**config.mk**
```make
export PLATFORM = sky130hd
export DESIGN_NAME = if_stage
export DESIGN_NICKNAME = d
export VERILOG_FILES = /design/src/rtl/if_stage.sv
export SDC_FILE = /design/constraint.sdc
export NUM_CORES = 1
export LEC_CHECK = 0
export CORE_ASPECT_RATIO = 2
export CORE_MARGIN = 5
export CORE_UTILIZATION = 60
export DETAILED_ROUTE_END_ITERATION = 10
export DONT_BUFFER_PORTS = 1
export PLACE_DENSITY_LB_ADDON = 0.05
export REMOVE_ABC_BUFFERS = 1
export SLEW_MARGIN = 10
export SYNTH_ARGS = -nofsm -noshare
export SYNTH_HDL_FRONTEND = slang
export SYNTH_SLANG_ARGS = --single-unit
```
**constraint.sdc**
```tcl
create_clock -name clk -period 4.2 [get_ports clk]
set_input_delay 0.42 -clock clk [delete_from_list [all_inputs] [get_ports clk]]
set_output_delay 0.42 -clock clk [all_outputs]
set_load 0.01 [all_outputs]
```
**src/rtl/if_stage.sv**
```systemverilog
`default_nettype none
`timescale 1ns/1ps
// +------------------------------------------------------------------+
// | Module      : if_stage                                           |
// | Description : MIPS instruction-fetch stage. Holds the PC, drives |
// |               the instruction-memory address, registers fetched  |
// |               words into IF/ID, handles stall/redirect/flush and |
// |               counts instructions loaded into IF/ID.             |
// | Revision    : 1.0 - initial release                              |
// +------------------------------------------------------------------+
module if_stage #(
  parameter logic [31:0] RESET_PC = 32'h0000_0000,
  parameter logic [31:0] NOP_INST = 32'h0000_0000
) (
  input  logic        clk,
  input  logic        rst,
  input  logic        stall,
  input  logic        redirect,
  input  logic [31:0] redirect_pc,
  output logic [31:0] imem_addr,
  input  logic [31:0] imem_rdata,
  output logic [31:0] current_inst,
  output logic [31:0] if_id_pc4,
  output logic        if_id_valid,
  output logic [31:0] fetch_count
);

  logic [31:0] pc;
  logic [31:0] pc_plus4;

  // Instruction memory is addressed straight from the PC register.
  assign imem_addr = pc;
  assign pc_plus4  = pc + 32'd4;

  // PC and IF/ID register: redirect flushes the wrong-path word and wins
  // over stall; the low two target bits are masked to keep word alignment.
  always_ff @(posedge clk or posedge rst) begin
    if (rst) begin
      pc           <= RESET_PC;
      current_inst <= NOP_INST;
      if_id_pc4    <= 32'h0000_0000;
      if_id_valid  <= 1'b0;
    end else if (redirect) begin
      pc           <= redirect_pc & 32'hFFFF_FFFC;
      current_inst <= NOP_INST;
      if_id_pc4    <= 32'h0000_0000;
      if_id_valid  <= 1'b0;
    end else if (!stall) begin
      pc           <= pc_plus4;
      current_inst <= imem_rdata;
      if_id_pc4    <= pc_plus4;
      if_id_valid  <= 1'b1;
    end
  end

  // Retired-fetch counter: advances only when a real word enters IF/ID.
  always_ff @(posedge clk or posedge rst) begin
    if (rst) begin
      fetch_count <= 32'h0000_0000;
    end else if (!redirect && !stall) begin
      fetch_count <= fetch_count + 32'd1;
    end
  end

endmodule
`default_nettype wire

```
-- Word-level counts from Yosys, hierarchy flattened
Index checks and enable logic that the tools add are counted.
- output and inout port bits: 129
- bits of input ports: 68
- register bits: 129
- word-level logic and storage cells: 18
- eq/ne operators: 1
- add/subtract/negate cells: 2
- mux-type cells: 7
- reductions and logical operators: 3
- operators by type and width (cell ; count):
    32-bit two-way mux ; 5
    32-bit by 1-bit adder with 32-bit output, second input constant ; 1
    32-bit by 3-bit adder with 32-bit output, second input constant ; 1
    1-bit zero test ; 2
    1-bit two-way mux ; 2
    2-bit by 1-bit inequality test with 1-bit output, second input constant ; 1
    1-bit logical AND ; 1

-- Longest topological paths before layout
Gate-level depths: netlist of the first run.
- depth after elaboration: 3
- depth in mapped cells: 7
- gate-level depth less buffers: 5

-- Worst setup path after synthesis of the first run
Ideal clock, no wire load.
- kind: register to register
- start: register pc[2], in the netlist imem_addr[2]
- end: register pc[28], in the netlist imem_addr[28]
- period minus slack after synthesis: 2.189 ns
- stages on the path, launching flop included: 6
- slack: 2.011 ns
- buffers on the path: 0
- data required time: 4.118 ns
- setup time: 0.082 ns
- arrival time: 2.107 ns
- cells stage by stage: dfrtp_1 ha_1 nand3_1 nor4_1 or4b_1 a31oi_1
- word-level cells in the longest chain between the ends: 3
- RTL lines (what ; line ; source):
    from (decl) ; 28 ; logic [31:0] pc;
    from (signal assigned) ; 44 ; pc <= redirect_pc & 32'hFFFF_FFFC;
    from (signal assigned) ; 49 ; pc <= pc_plus4;
    32-bit by 3-bit adder with 32-bit output ; 33 ; assign pc_plus4 = pc + 32'd4;
    32-bit two-way mux ; 48 ; end else if (!stall) begin
    32-bit two-way mux ; 43 ; end else if (redirect) begin
No other way between the ends. The select of a mux whose other input is x is not followed.
A chain may end at the register's enable or synchronous reset.

-- Final worst setup path of the first run
- start: register pc[4], in the netlist imem_addr[4]
- end: register pc[25], in the netlist imem_addr[25]
Same word-level chain as after synthesis.

==> results of run 1 <==
## power groups by stage
| stage | clock, µW | combinational [µW] | sequential (µW) |
|---|---|---|---|
| CTS | 1430 | 237 | 1490 |
| finish | 1400 | 232 | 1490 |
| global placement | 0 | 226 | 1500 |
| global route | 1490 | 270 | 1500 |
| detailed placement | 0 | 237 | 1510 |
| floorplan | 0 | 194 | 1460 |
## area by class of cell
type	instances	area share, %
clock buffer	21	6.62
clock inverter	11	1.73
inverter	14	0.810
multi-input combinational	441	41.4
sequential	126	46.4
tap	135	2.48
timing repair buffer	5	0.552
## routing by layer
metal  up-vias  GRT usage, %
li1       2223             -
met1      2330          27.8
met2       192          42.1
met3        38          8.96
met4         0          12.1
met5         -             0
## flip-flops by register name, indices dropped and copies added, names as in the netlist
register,cells
current_inst,32
imem_addr,30
if_id_valid,1
if_id_pc4,31
fetch_count,32
## cells in the mapped netlist (2+ instances only)
cell	n	area share [%]
nand4bb_1	2	0.36
buf_2	6	0.48
a211oi_1	10	1.2
nor2b_1	2	0.20
nand3_1	27	2.2
nor3_1	15	1.2
a21oi_1	9	0.72
and4_1	5	0.70
or3b_2	2	0.28
a211o_1	2	0.28
a221oi_1	2	0.28
nand4_2	2	0.40
nand2_1	47	2.8
o21a_1	2	0.24
and2_1	3	0.30
xnor2_1	38	5.4
nor4_1	11	1.1
o31ai_1	16	1.9
o21ai_0	18	1.4
inv_1	14	0.85
or3_1	7	0.70
o41ai_1	3	0.42
o211ai_1	3	0.36
xor2_1	18	2.5
nand4_1	19	1.9
clkbuf_1	32	1.9
or4_1	19	2.3
buf_4	3	0.36
and3_1	8	0.81
nor2_1	79	4.8
or4_4	2	0.36
mux2i_1	32	5.2
a311oi_1	11	1.6
ha_1	2	0.40
dfrtp_1	126	51
buf_1	3	0.18
a31oi_1	10	1.0
## worst max-delay path by stage
stage                                        start                          end  depth (start not counted)
after floorplan                                rst  current_inst[0]$_DFFE_PP0N_                          1
after global placement    imem_addr[4]$_DFFE_PP0N_    imem_addr[27]$_DFFE_PP0N_                          4
after detailed placement  imem_addr[4]$_DFFE_PP0N_    imem_addr[25]$_DFFE_PP0N_                          4
after CTS                 imem_addr[4]$_DFFE_PP0N_    imem_addr[31]$_DFFE_PP0N_                          4
after global routing      imem_addr[4]$_DFFE_PP0N_    imem_addr[27]$_DFFE_PP0N_                          4
final                     imem_addr[4]$_DFFE_PP0N_    imem_addr[25]$_DFFE_PP0N_                          4
## stage by stage
step	hold slack [ns]	power, µW	std cells	setup WS (ns)
after CTS	0.0272	3150	753	1.42
after floorplan	0.483	1650	581	0.424
after global placement	0.460	1730	721	1.50
after detailed placement	0.476	1740	721	1.44
after global routing	0.0531	3260	753	1.22
final	0.0141	3120	753	1.42
## kinds of logic (layout without fill, tap and decap cells)
group | count (synthesis) | after routing | synth area share [%]
AOI/OAI and AO/OA | 92 | 92 | 10.4
other | 1 | 2 | 0.0604
and+or+nand+nor | 256 | 256 | 21.2
adders and majority gates | 2 | 2 | 0.403
DFF | 126 | 126 | 50.7
muxes | 33 | 33 | 5.34
xor gates and xnor gates | 56 | 56 | 7.89
buffers and inverters | 59 | 51 | 3.99
## worst max-delay path, cell delays in order, from the launching register on
cell     delay [ns]
dfrtp_1        0.52
nand4_1        0.54
or4_1          0.96
or4_1          0.50
a31oi_1        0.17
==> key figures, run 1 <==
Status
  • Run status: completed

Power
  • Peak supply drop: around 0.00034 V
  • Cell Int Power: around 2300 µW
  • Clock power share: 44.9%
  • Combinational power share: roughly 7.4%
  • P_leak: around 0.0029 µW
  • Switching portion of total power: 26.4%
  • Psw: roughly 820 µW
  • Sequential Power Share: a little under half
  • Pwr Density: around 460 nW/µm²

Drt
  • Met3 Wirelength: between 1000 and 1500 µm
  • Post-Route M1 WL: 5480 µm
  • Via density: about 6.4
  • Routed via count: between 4000 and 5000
  • Router iterations before antenna repair: 5
  • Initial DRC Count: between 200 and 300
  • Top layer in use: met4
  • Metal2 WL: a little over 8000 µm
  • Avg WL per Cell: around 20 µm
  • DRC: 0
  • Final Routed Wirelength: 15400 µm
  • Post-route antenna net violation count: 0

Die
  • Die area: approximately 13000 µm²
  • Row cnt: 52
  • Core area: slightly above 10000 µm²
  • Die H: between 150 and 200 µm
  • Chip width: slightly above 80 µm
  • Starting Density: roughly three fifths
  • Ports: 197

Global route
  • Largest net degree at the start of global routing: between 100 and 150
  • Global route overflow: 0
  • First-pass GRT wire length: around 25000 µm
  • Vias in the first global route: between 4000 and 5000
  • Gr usage total: about a quarter
  • Antenna violations before repair: 0

STA
  • Final min period: around 2.8 ns
  • Final TNS setup: 0 ns
  • Tcrit/Tclk final: 66.2%
  • Relative slew margins: about a third
  • RSZ-0062 raised after global routing: no
  • Final Skew: approximately 0.0071 ns
  • Final setup vio count: 0
  • Maximum clock frequency: 360 MHz
  • Count of final hold-check violations: 0
  • Worst-Margin Slew: between 1 and 1.5 ns
  • Pins Over Slew Limit: 0

Final layout
  • Commonest non-fill, non-tap cell in the layout: dfrtp_1
  • Most frequent cells in the layout: dfrtp_1 (126), nor2_1 (79), nand2_1 (47)
  • Layout cells sized above 1: under 10%
  • Nets: 675
  • Register area: around 3200 µm²
  • Final instance area: between 6000 and 7000 µm²
  • Final core occ: about 67%
  • ANT cells: 0
  • P&R area growth vs syn: 9.42%
  • Filler Cells Inserted: 843
  • Multi-input gate area: 2820 µm²

Clock network
  • H-Tree Depth: 4
  • Clock tree buffer depth: 2
  • TritonCTS clock tree: yes
  • Post-CTS Resized: 0
  • Cts hold-fix bufs: 0
  • Clock latency on the worst-skew pair: between 0.4 and 0.5 ns
  • CTS root buf: clkbuf_16
  • Post-CTS Setup Inserts: 0
  • CTS Buf Count: 17
  • Clock-pin slew on the worst setup and hold paths: around 0.050 ns
  • Clk sinks: roughly 130

Worst setup path
  • Worst reg2reg endpoint: imem_addr[25]$_DFFE_PP0N_
  • Worst Path Max Fanout: 16
  • FF-to-FF path depth: 4
  • FF-to-FF Start: imem_addr[4]$_DFFE_PP0N_
  • Crit. End Element: register
  • Crit path DAT: about 3.1 ns
  • Critical Path RT: 4.53 ns
  • Setup crit start kind: register
  • Worst setup path category: register to register
  • R2r setup slk: ~1.4 ns

Placed design
  • Dpl hpwl: 10800 µm
  • Gpl congestion: 0.775
  • I/O Buffers: 0
  • Placed cell area: around 6200 µm²

Synth
  • Synth Instances: about 630
  • Async S/R FF share, synth: between 90% and 100%
  • FF+latch count, synth: ~130
  • Cell Area, Synth: 6210 µm²
  • Ys flop type: dfrtp_1
  • Yosys warns: 0
  • Average size of a mapped cell: 9.94 µm²
  • Synth cell types: 52
  • Post-synth EDFFs: 0
  • Sequential element share of the synthesized area: between 50% and 60%

Hold path
  • Worst Hold Class: input pin to asynchronous set/reset pin

Run
  • Max_cap viols: 0
Note: power is estimated with default switching activity, not from simulation.
==> run 2: changes to the inputs <==
--- a/config.mk
+++ b/config.mk
@@ -7,7 +7,7 @@
 export LEC_CHECK = 0
 export CORE_ASPECT_RATIO = 2
 export CORE_MARGIN = 5
-export CORE_UTILIZATION = 60
+export CORE_UTILIZATION = 57
 export DETAILED_ROUTE_END_ITERATION = 10
 export DONT_BUFFER_PORTS = 1
 export PLACE_DENSITY_LB_ADDON = 0.05
==> constraint.sdc (replaced) <==
create_clock -name clk -period 2.35 [get_ports clk]
set_input_delay 0.235 -clock clk [delete_from_list [all_inputs] [get_ports clk]]
set_output_delay 0.235 -clock clk [all_outputs]
set_load 0.01 [all_outputs]
==> run 2 against run 1 <==
Compared with the run above:
- final cell count increased by 15%
- via count increased by 11%
- register-to-register slack got worse by 1.3 ns
- clock skew increased by 0.00093 ns
- combinational power increased to 3.2 times the previous value
- global-route usage increased by 2.6 points
- non-clock buffer count increased by 107
- hold slack got worse by 0.0038 ns
- critical path depth unchanged
- sequential share of layout area decreased by 6.4 points
- die area increased by 4.8%
- clock power increased by 99%
==> key figures, run 2 (synthesized netlist as in run 1, its figures left out) <==
Clock network
  • CTS Buf Count: 17
  • TritonCTS clock tree: yes
  • Clock-pin slew on the worst setup and hold paths: around 0.05 ns
  • CTS root buf: clkbuf_16
  • Post-CTS Setup Inserts: 0
  • Clk sinks: 126
  • Clock tree buffer depth: 2
  • Clock latency on the worst-skew pair: 0.41 ns
  • H-Tree Depth: 4

Drt
  • Initial DRC Count: 275
  • Router iterations before antenna repair: 4
  • Post-route antenna net violation count: 0
  • Avg WL per Cell: 21.2 µm
  • DRC: 0
  • Routed via count: about 5300
  • Final Routed Wirelength: about 18000 µm
  • Via density: about 6.1

STA
  • Relative slew margins: a little over two fifths
  • Count of final hold-check violations: 0
  • Final min period: about 2.2 ns
  • Worst-Margin Slew: 0.837 ns
  • WHS: 0.0103 ns
  • Final setup vio count: 0
  • RSZ-0062 raised after global routing: no
  • Final Skew: between 0.007 and 0.008 ns
  • Maximum clock frequency: about 450 MHz
  • Pins Over Slew Limit: 0
  • Tcrit/Tclk final: 94.1%

Worst setup path
  • Critical Path RT: approximately 2.7 ns
  • Crit-path cells: nand4_2 > or4_4 > or4_1 > a311oi_1
  • CP peak stage delay: about 0.64 ns
  • Worst Path Max Fanout: 20
  • Delay-heaviest family, CP: simple AND/OR/NAND/NOR gates
  • Slowest stage cell, crit path: or4_4
  • Critical path buffer and inverter count: 0
  • Worst setup path category: register to register
  • Crit path DAT: about 2.5 ns
  • Crit. End Element: register
  • Setup crit start kind: register

Die
  • Ports: between 150 and 200
  • Core area: 10800 µm²
  • Die area: about 13000 µm²
  • Chip width: between 80 and 90 µm
  • Starting Density: roughly 57%
  • Die H: roughly 160 µm
  • Row cnt: 54

Global route
  • Vias in the first global route: about 5500
  • Gr usage total: 27.9%
  • Global route overflow: 0
  • Antenna violations before repair: 0
  • First-pass GRT wire length: 28900 µm
  • Largest net degree at the start of global routing: 92

Final layout
  • Layout cells sized above 1: 12.1%
  • Non-Filler Instances: between 800 and 900
  • ANT cells: 0
  • P&R area growth vs syn: 26.9%
  • Multi-input gate area: about 2800 µm²
  • Register area: 3150 µm²
  • Commonest non-fill, non-tap cell in the layout: dfrtp_1
  • Regs by FF count: current_inst: 32 flops, fetch_count: 32 flops, if_id_pc4: 31 flops
  • Nets: 782
  • Most frequent cells in the layout: dfrtp_1 (126), nor2_1 (79), dlygate4sd3_1 (67)
  • Filler Cells Inserted: around 800

Power
  • Cell Int Power: 4490 µW
  • Sequential Power Share: between 40% and 50%
  • P_leak: approximately 0.0034 µW
  • Combinational power share: about an eighth
  • Switching portion of total power: about a quarter
  • Pwr Density: slightly below 800 nW/µm²
  • Peak supply drop: around 0.0006 V
  • Psw: between 1500 and 2000 µW
  • Clock power share: between 40% and 50%

Placed design
  • Dpl cells: approximately 770
  • I/O Buffers: 0
  • Gpl congestion: 0.863
  • Dpl hpwl: approximately 12000 µm

Hold path
  • Worst Hold Class: input pin to register

Run
  • Max_cap viols: 0

Status
  • Run status: completed
==> run 2: cell count changes in the layout (fill, tap and decap cells not counted), moves of 2 or more <==
cell           delta
inv_6             +2
clkinv_4          +2
clkinv_2          -3
buf_4            +38
dlygate4sd3_1    +67
clkbuf_1          -2
bufinv_16         +2
==> run 2: final cells by class <==
cell class	count	area share (%)
clock buffers	19	5.62
clock inverters	13	2.40
inverters	14	0.730
multi-input cells	441	35.8
flip-flops and latches	126	40.0
well taps	140	2.22
repair buffers	112	13.2
==> run 2: per-layer routing <==
metal / up-vias / wire, µm / track usage, %
met3: 54 / 1420 / 9.69
li1: 2413 / - / -
met2: 227 / 10100 / 50.6
met5: - / 0 / 0
met4: 0 / 674 / 14.0
met1: 2610 / 6100 / 28.1
==> run 2: worst reg2reg max path, stage by stage (launching register included) <==
cell      delay, ns
dfrtp_1        0.49
nand4_2        0.20
or4_4          0.64
or4_1          0.50
a311oi_1       0.28
==> run 2: path summary, 6_finish.rpt <==
| path | to | slack [ns] | cells past startpoint | start |
|---|---|---|---|---|
| hold / removal | current_inst[20]$_DFFE_PP0N_ | 0.01 | 2 | imem_rdata[20] |
| max in group asynchronous | current_inst[31]$_DFFE_PP0N_ | 1.33 | 3 | rst |
| setup reg to reg | if_id_pc4[29]$_DFFE_PP0N_ | 0.14 | 4 | imem_addr[16]$_DFFE_PP0N_ |
| min in group asynchronous | if_id_pc4[23]$_DFFE_PP0N_ | 0.37 | 2 | rst |
| setup / recovery | if_id_pc4[29]$_DFFE_PP0N_ | 0.14 | 4 | imem_addr[16]$_DFFE_PP0N_ |
| hold reg to reg | fetch_count[3]$_DFFE_PP0P_ | 0.56 | 1 | fetch_count[3]$_DFFE_PP0P_ |
==> run 2: power groups by stage <==
stage	combinational, µW	clock, µW	sequential (µW)
finish	739	2790	2580
global route	815	2940	2600
CTS	731	2820	2580
detailed placement	604	0	2610
global placement	582	0	2600
floorplan	348	0	2610
==> run 2: per-stage QoR <==
step	util, %	cell area [µm²]	setup TNS [ns]	setup slack [ns]	power, µW
5_1_grt	72.9	7880	0	0.0422	6360
4_1_cts	72.6	7850	0	0.0985	6130
3_3_place_gp	60.5	6550	0	0.171	3180
3_5_place_dp	60.5	6550	0	0.109	3220
6_report	72.9	7880	0	0.140	6110
2_1_floorplan	-	6020	-156.36	-1.24	2960
==> run 2: repair_timing <==
action,4_1_cts,5_1_grt
setup endpoints to repair,0,5
endpoints found under the hold margin,139,3
hold buffers,65,3
resized for setup,0,2
==> run 3: changes to the inputs <==
--- a/config.mk
+++ b/config.mk
@@ -5,9 +5,10 @@
 export SDC_FILE = /design/constraint.sdc
 export NUM_CORES = 1
 export LEC_CHECK = 0
-export CORE_ASPECT_RATIO = 2
+export CAP_MARGIN = 20
+export CORE_ASPECT_RATIO = 1.25
 export CORE_MARGIN = 5
-export CORE_UTILIZATION = 57
+export CORE_UTILIZATION = 60
 export DETAILED_ROUTE_END_ITERATION = 10
 export DONT_BUFFER_PORTS = 1
 export PLACE_DENSITY_LB_ADDON = 0.05
==> constraint.sdc (replaced) <==
create_clock -name clk -period 2.4 [get_ports clk]
set_input_delay 0.24 -clock clk [delete_from_list [all_inputs] [get_ports clk]]
set_output_delay 0.24 -clock clk [all_outputs]
set_load 0.01 [all_outputs]
==> run 3 against run 2 <==
Compared with the run above:
- non-clock buffer count shrank 5
- hold slack gained 0.00092 ns
- sequential cell count is the same
- combinational power shrank 9.3%
- critical path depth is the same
- maximum frequency shrank 3.7%
- critical path type unchanged
- critical endpoint is now if_id_pc4[27]$_DFFE_PP0N_
- highest routed layer unchanged
==> key figures, run 3 (synthesized netlist as in run 1, its figures left out) <==
Status
  • Run status: completed

Global route
  • Gr usage total: roughly 28%
  • Antenna violations before repair: 0
  • Vias in the first global route: between 5000 and 6000
  • Largest net degree at the start of global routing: between 90 and 100
  • First-pass GRT wire length: between 20000 and 30000 µm
  • Global route overflow: 0

Clock network
  • CTS Buf Count: 17
  • TritonCTS clock tree: yes
  • Clock tree buffer depth: 2
  • Clk sinks: around 130
  • H-Tree Depth: 4
  • CTS root buf: clkbuf_16
  • Clock-pin slew on the worst setup and hold paths: about 0.060 ns
  • Post-CTS Setup Inserts: 0
  • Clock latency on the worst-skew pair: approximately 0.41 ns

Worst setup path
  • Worst setup path category: register to register
  • Critical Path RT: approximately 2.7 ns
  • Setup crit end: if_id_pc4[27]$_DFFE_PP0N_
  • FF-to-FF Start: imem_addr[13]$_DFFE_PP0N_
  • Worst setup path start: imem_addr[13]$_DFFE_PP0N_
  • FF-to-FF path depth: 4
  • Worst reg2reg endpoint: if_id_pc4[27]$_DFFE_PP0N_
  • Worst Path Max Fanout: 20
  • Setup crit start kind: register
  • Crit. End Element: register
  • Crit path DAT: about 2.6 ns
  • R2r setup slk: 0.10 ns

Drt
  • Avg WL per Cell: between 20 and 25 µm
  • Final Routed Wirelength: approximately 17000 µm
  • DRC: 0
  • Initial DRC Count: roughly 280
  • Post-route antenna net violation count: 0
  • Router iterations before antenna repair: 5
  • Via density: 6.13
  • Routed via count: about 5200

STA
  • Tcrit/Tclk final: 95.7%
  • Relative slew margins: 56.3%
  • Pins Over Slew Limit: 0
  • Final min period: around 2.3 ns
  • Count of final hold-check violations: 0
  • Final setup vio count: 0
  • Final Skew: around 0.0071 ns
  • Worst-Margin Slew: roughly 0.65 ns
  • RSZ-0062 raised after global routing: no
  • Maximum clock frequency: 436 MHz

Hold path
  • Worst hold stages: 2
  • Worst Hold Class: input pin to register

Placed design
  • Gpl congestion: 0.832
  • Placed cell area: between 6000 and 7000 µm²
  • Dpl cells: 751
  • Dpl hpwl: between 10000 and 15000 µm
  • I/O Buffers: 0

Power
  • Cell Int Power: ~4300 µW
  • P_leak: between 0.003 and 0.004 µW
  • Psw: approximately 1600 µW
  • Clock power share: around 46%
  • Peak supply drop: 0.000582 V
  • Switching portion of total power: around a quarter
  • Pwr Density: ~750 nW/µm²
  • Sequential Power Share: a little over two fifths
  • Combinational power share: between 10% and 20%

Die
  • Die area: ~13000 µm²
  • Core area: approximately 10000 µm²
  • Chip width: 101 µm
  • Row cnt: 41
  • Ports: between 150 and 200
  • Starting Density: 61.5%
  • Die H: 124 µm

Final layout
  • Non-Filler Instances: ~850
  • Register area: roughly 3200 µm²
  • P&R area growth vs syn: 25.9%
  • Layout cells sized above 1: about an eighth
  • Filler Cells Inserted: 640
  • Commonest non-fill, non-tap cell in the layout: dfrtp_1
  • Regs by FF count: current_inst: 32 flops, fetch_count: 32 flops, if_id_pc4: 31 flops
  • Most frequent cells in the layout: dfrtp_1 (126), nor2_1 (79), dlygate4sd3_1 (65)
  • Final instance area: 7820 µm²
  • Multi-input gate area: between 2000 and 3000 µm²
  • Nets: between 700 and 800
  • ANT cells: 0

Run
  • Max_cap viols: 0
==> run 3: timing repair <==
action,4_1_cts,5_1_grt
hold buffers,65,1
setup endpoints to repair,0,2
hold endpoints to repair,135,1
gates resized for setup,0,2
==> run 3: area by class of cell <==
type	instances	share of cell area, %
flip-flops and latches	126	40.3
multi-input cells	441	36.1
repair buffers	107	12.8
clock buffers	20	5.97
well taps	129	2.06
clock inverters	12	2.05
inverters	14	0.704
==> run 3: metrics by stage <==
step	TNS (ns)	worst slack, ns	total power (µW)	hold slack (ns)	utilization, %
6_report	0	0.104	5900	0.0112	77.4
3_5_place_dp	0	0.131	3120	0.220	64.4
3_3_place_gp	0	0.284	3090	0.206	64.4
2_1_floorplan	-150.69	-1.20	2900	0.303	-
4_1_cts	0	0.113	5910	0.000386	77.2
5_1_grt	0	0.0179	6120	0.00425	77.4
==> run 3: worst min-delay path by stage <==
| stage | from | end |
|---|---|---|
| 4_1_cts | stall | if_id_pc4[2]$_DFFE_PP0N_ |
| 3_5_place_dp | rst | current_inst[5]$_DFFE_PP0N_ |
| 2_1_floorplan | redirect | if_id_pc4[4]$_DFFE_PP0N_ |
| 6_report | imem_rdata[8] | current_inst[8]$_DFFE_PP0N_ |
| 5_1_grt | imem_rdata[8] | current_inst[8]$_DFFE_PP0N_ |
| 3_3_place_gp | rst | current_inst[5]$_DFFE_PP0N_ |
==> run 3: worst max-delay path, cell delays in order (launching register included) <==
cell and delay, ns:
dfrtp_1 0.46, nand2_1 0.15, or4_4 0.65, or4_1 0.54, a311oi_1 0.37
==> run 3: power by group through the flow <==
stage	sequential, µW	clock, µW	combinational (µW)
6_report	2540	2680	670
4_1_cts	2540	2700	660
3_3_place_gp	2570	0	520
3_5_place_dp	2580	0	538
5_1_grt	2570	2800	748
2_1_floorplan	2560	0	340
==> run 3: layer usage <==
layer / vias to the layer above / track usage (%) / wire length (µm)
met1: 2531 / 32.8 / 6530
met3: 36 / 10.5 / 1700
met2: 219 / 46.3 / 8600
met5: - / 0 / 0
li1: 2417 / - / -
met4: 0 / 11.4 / 441
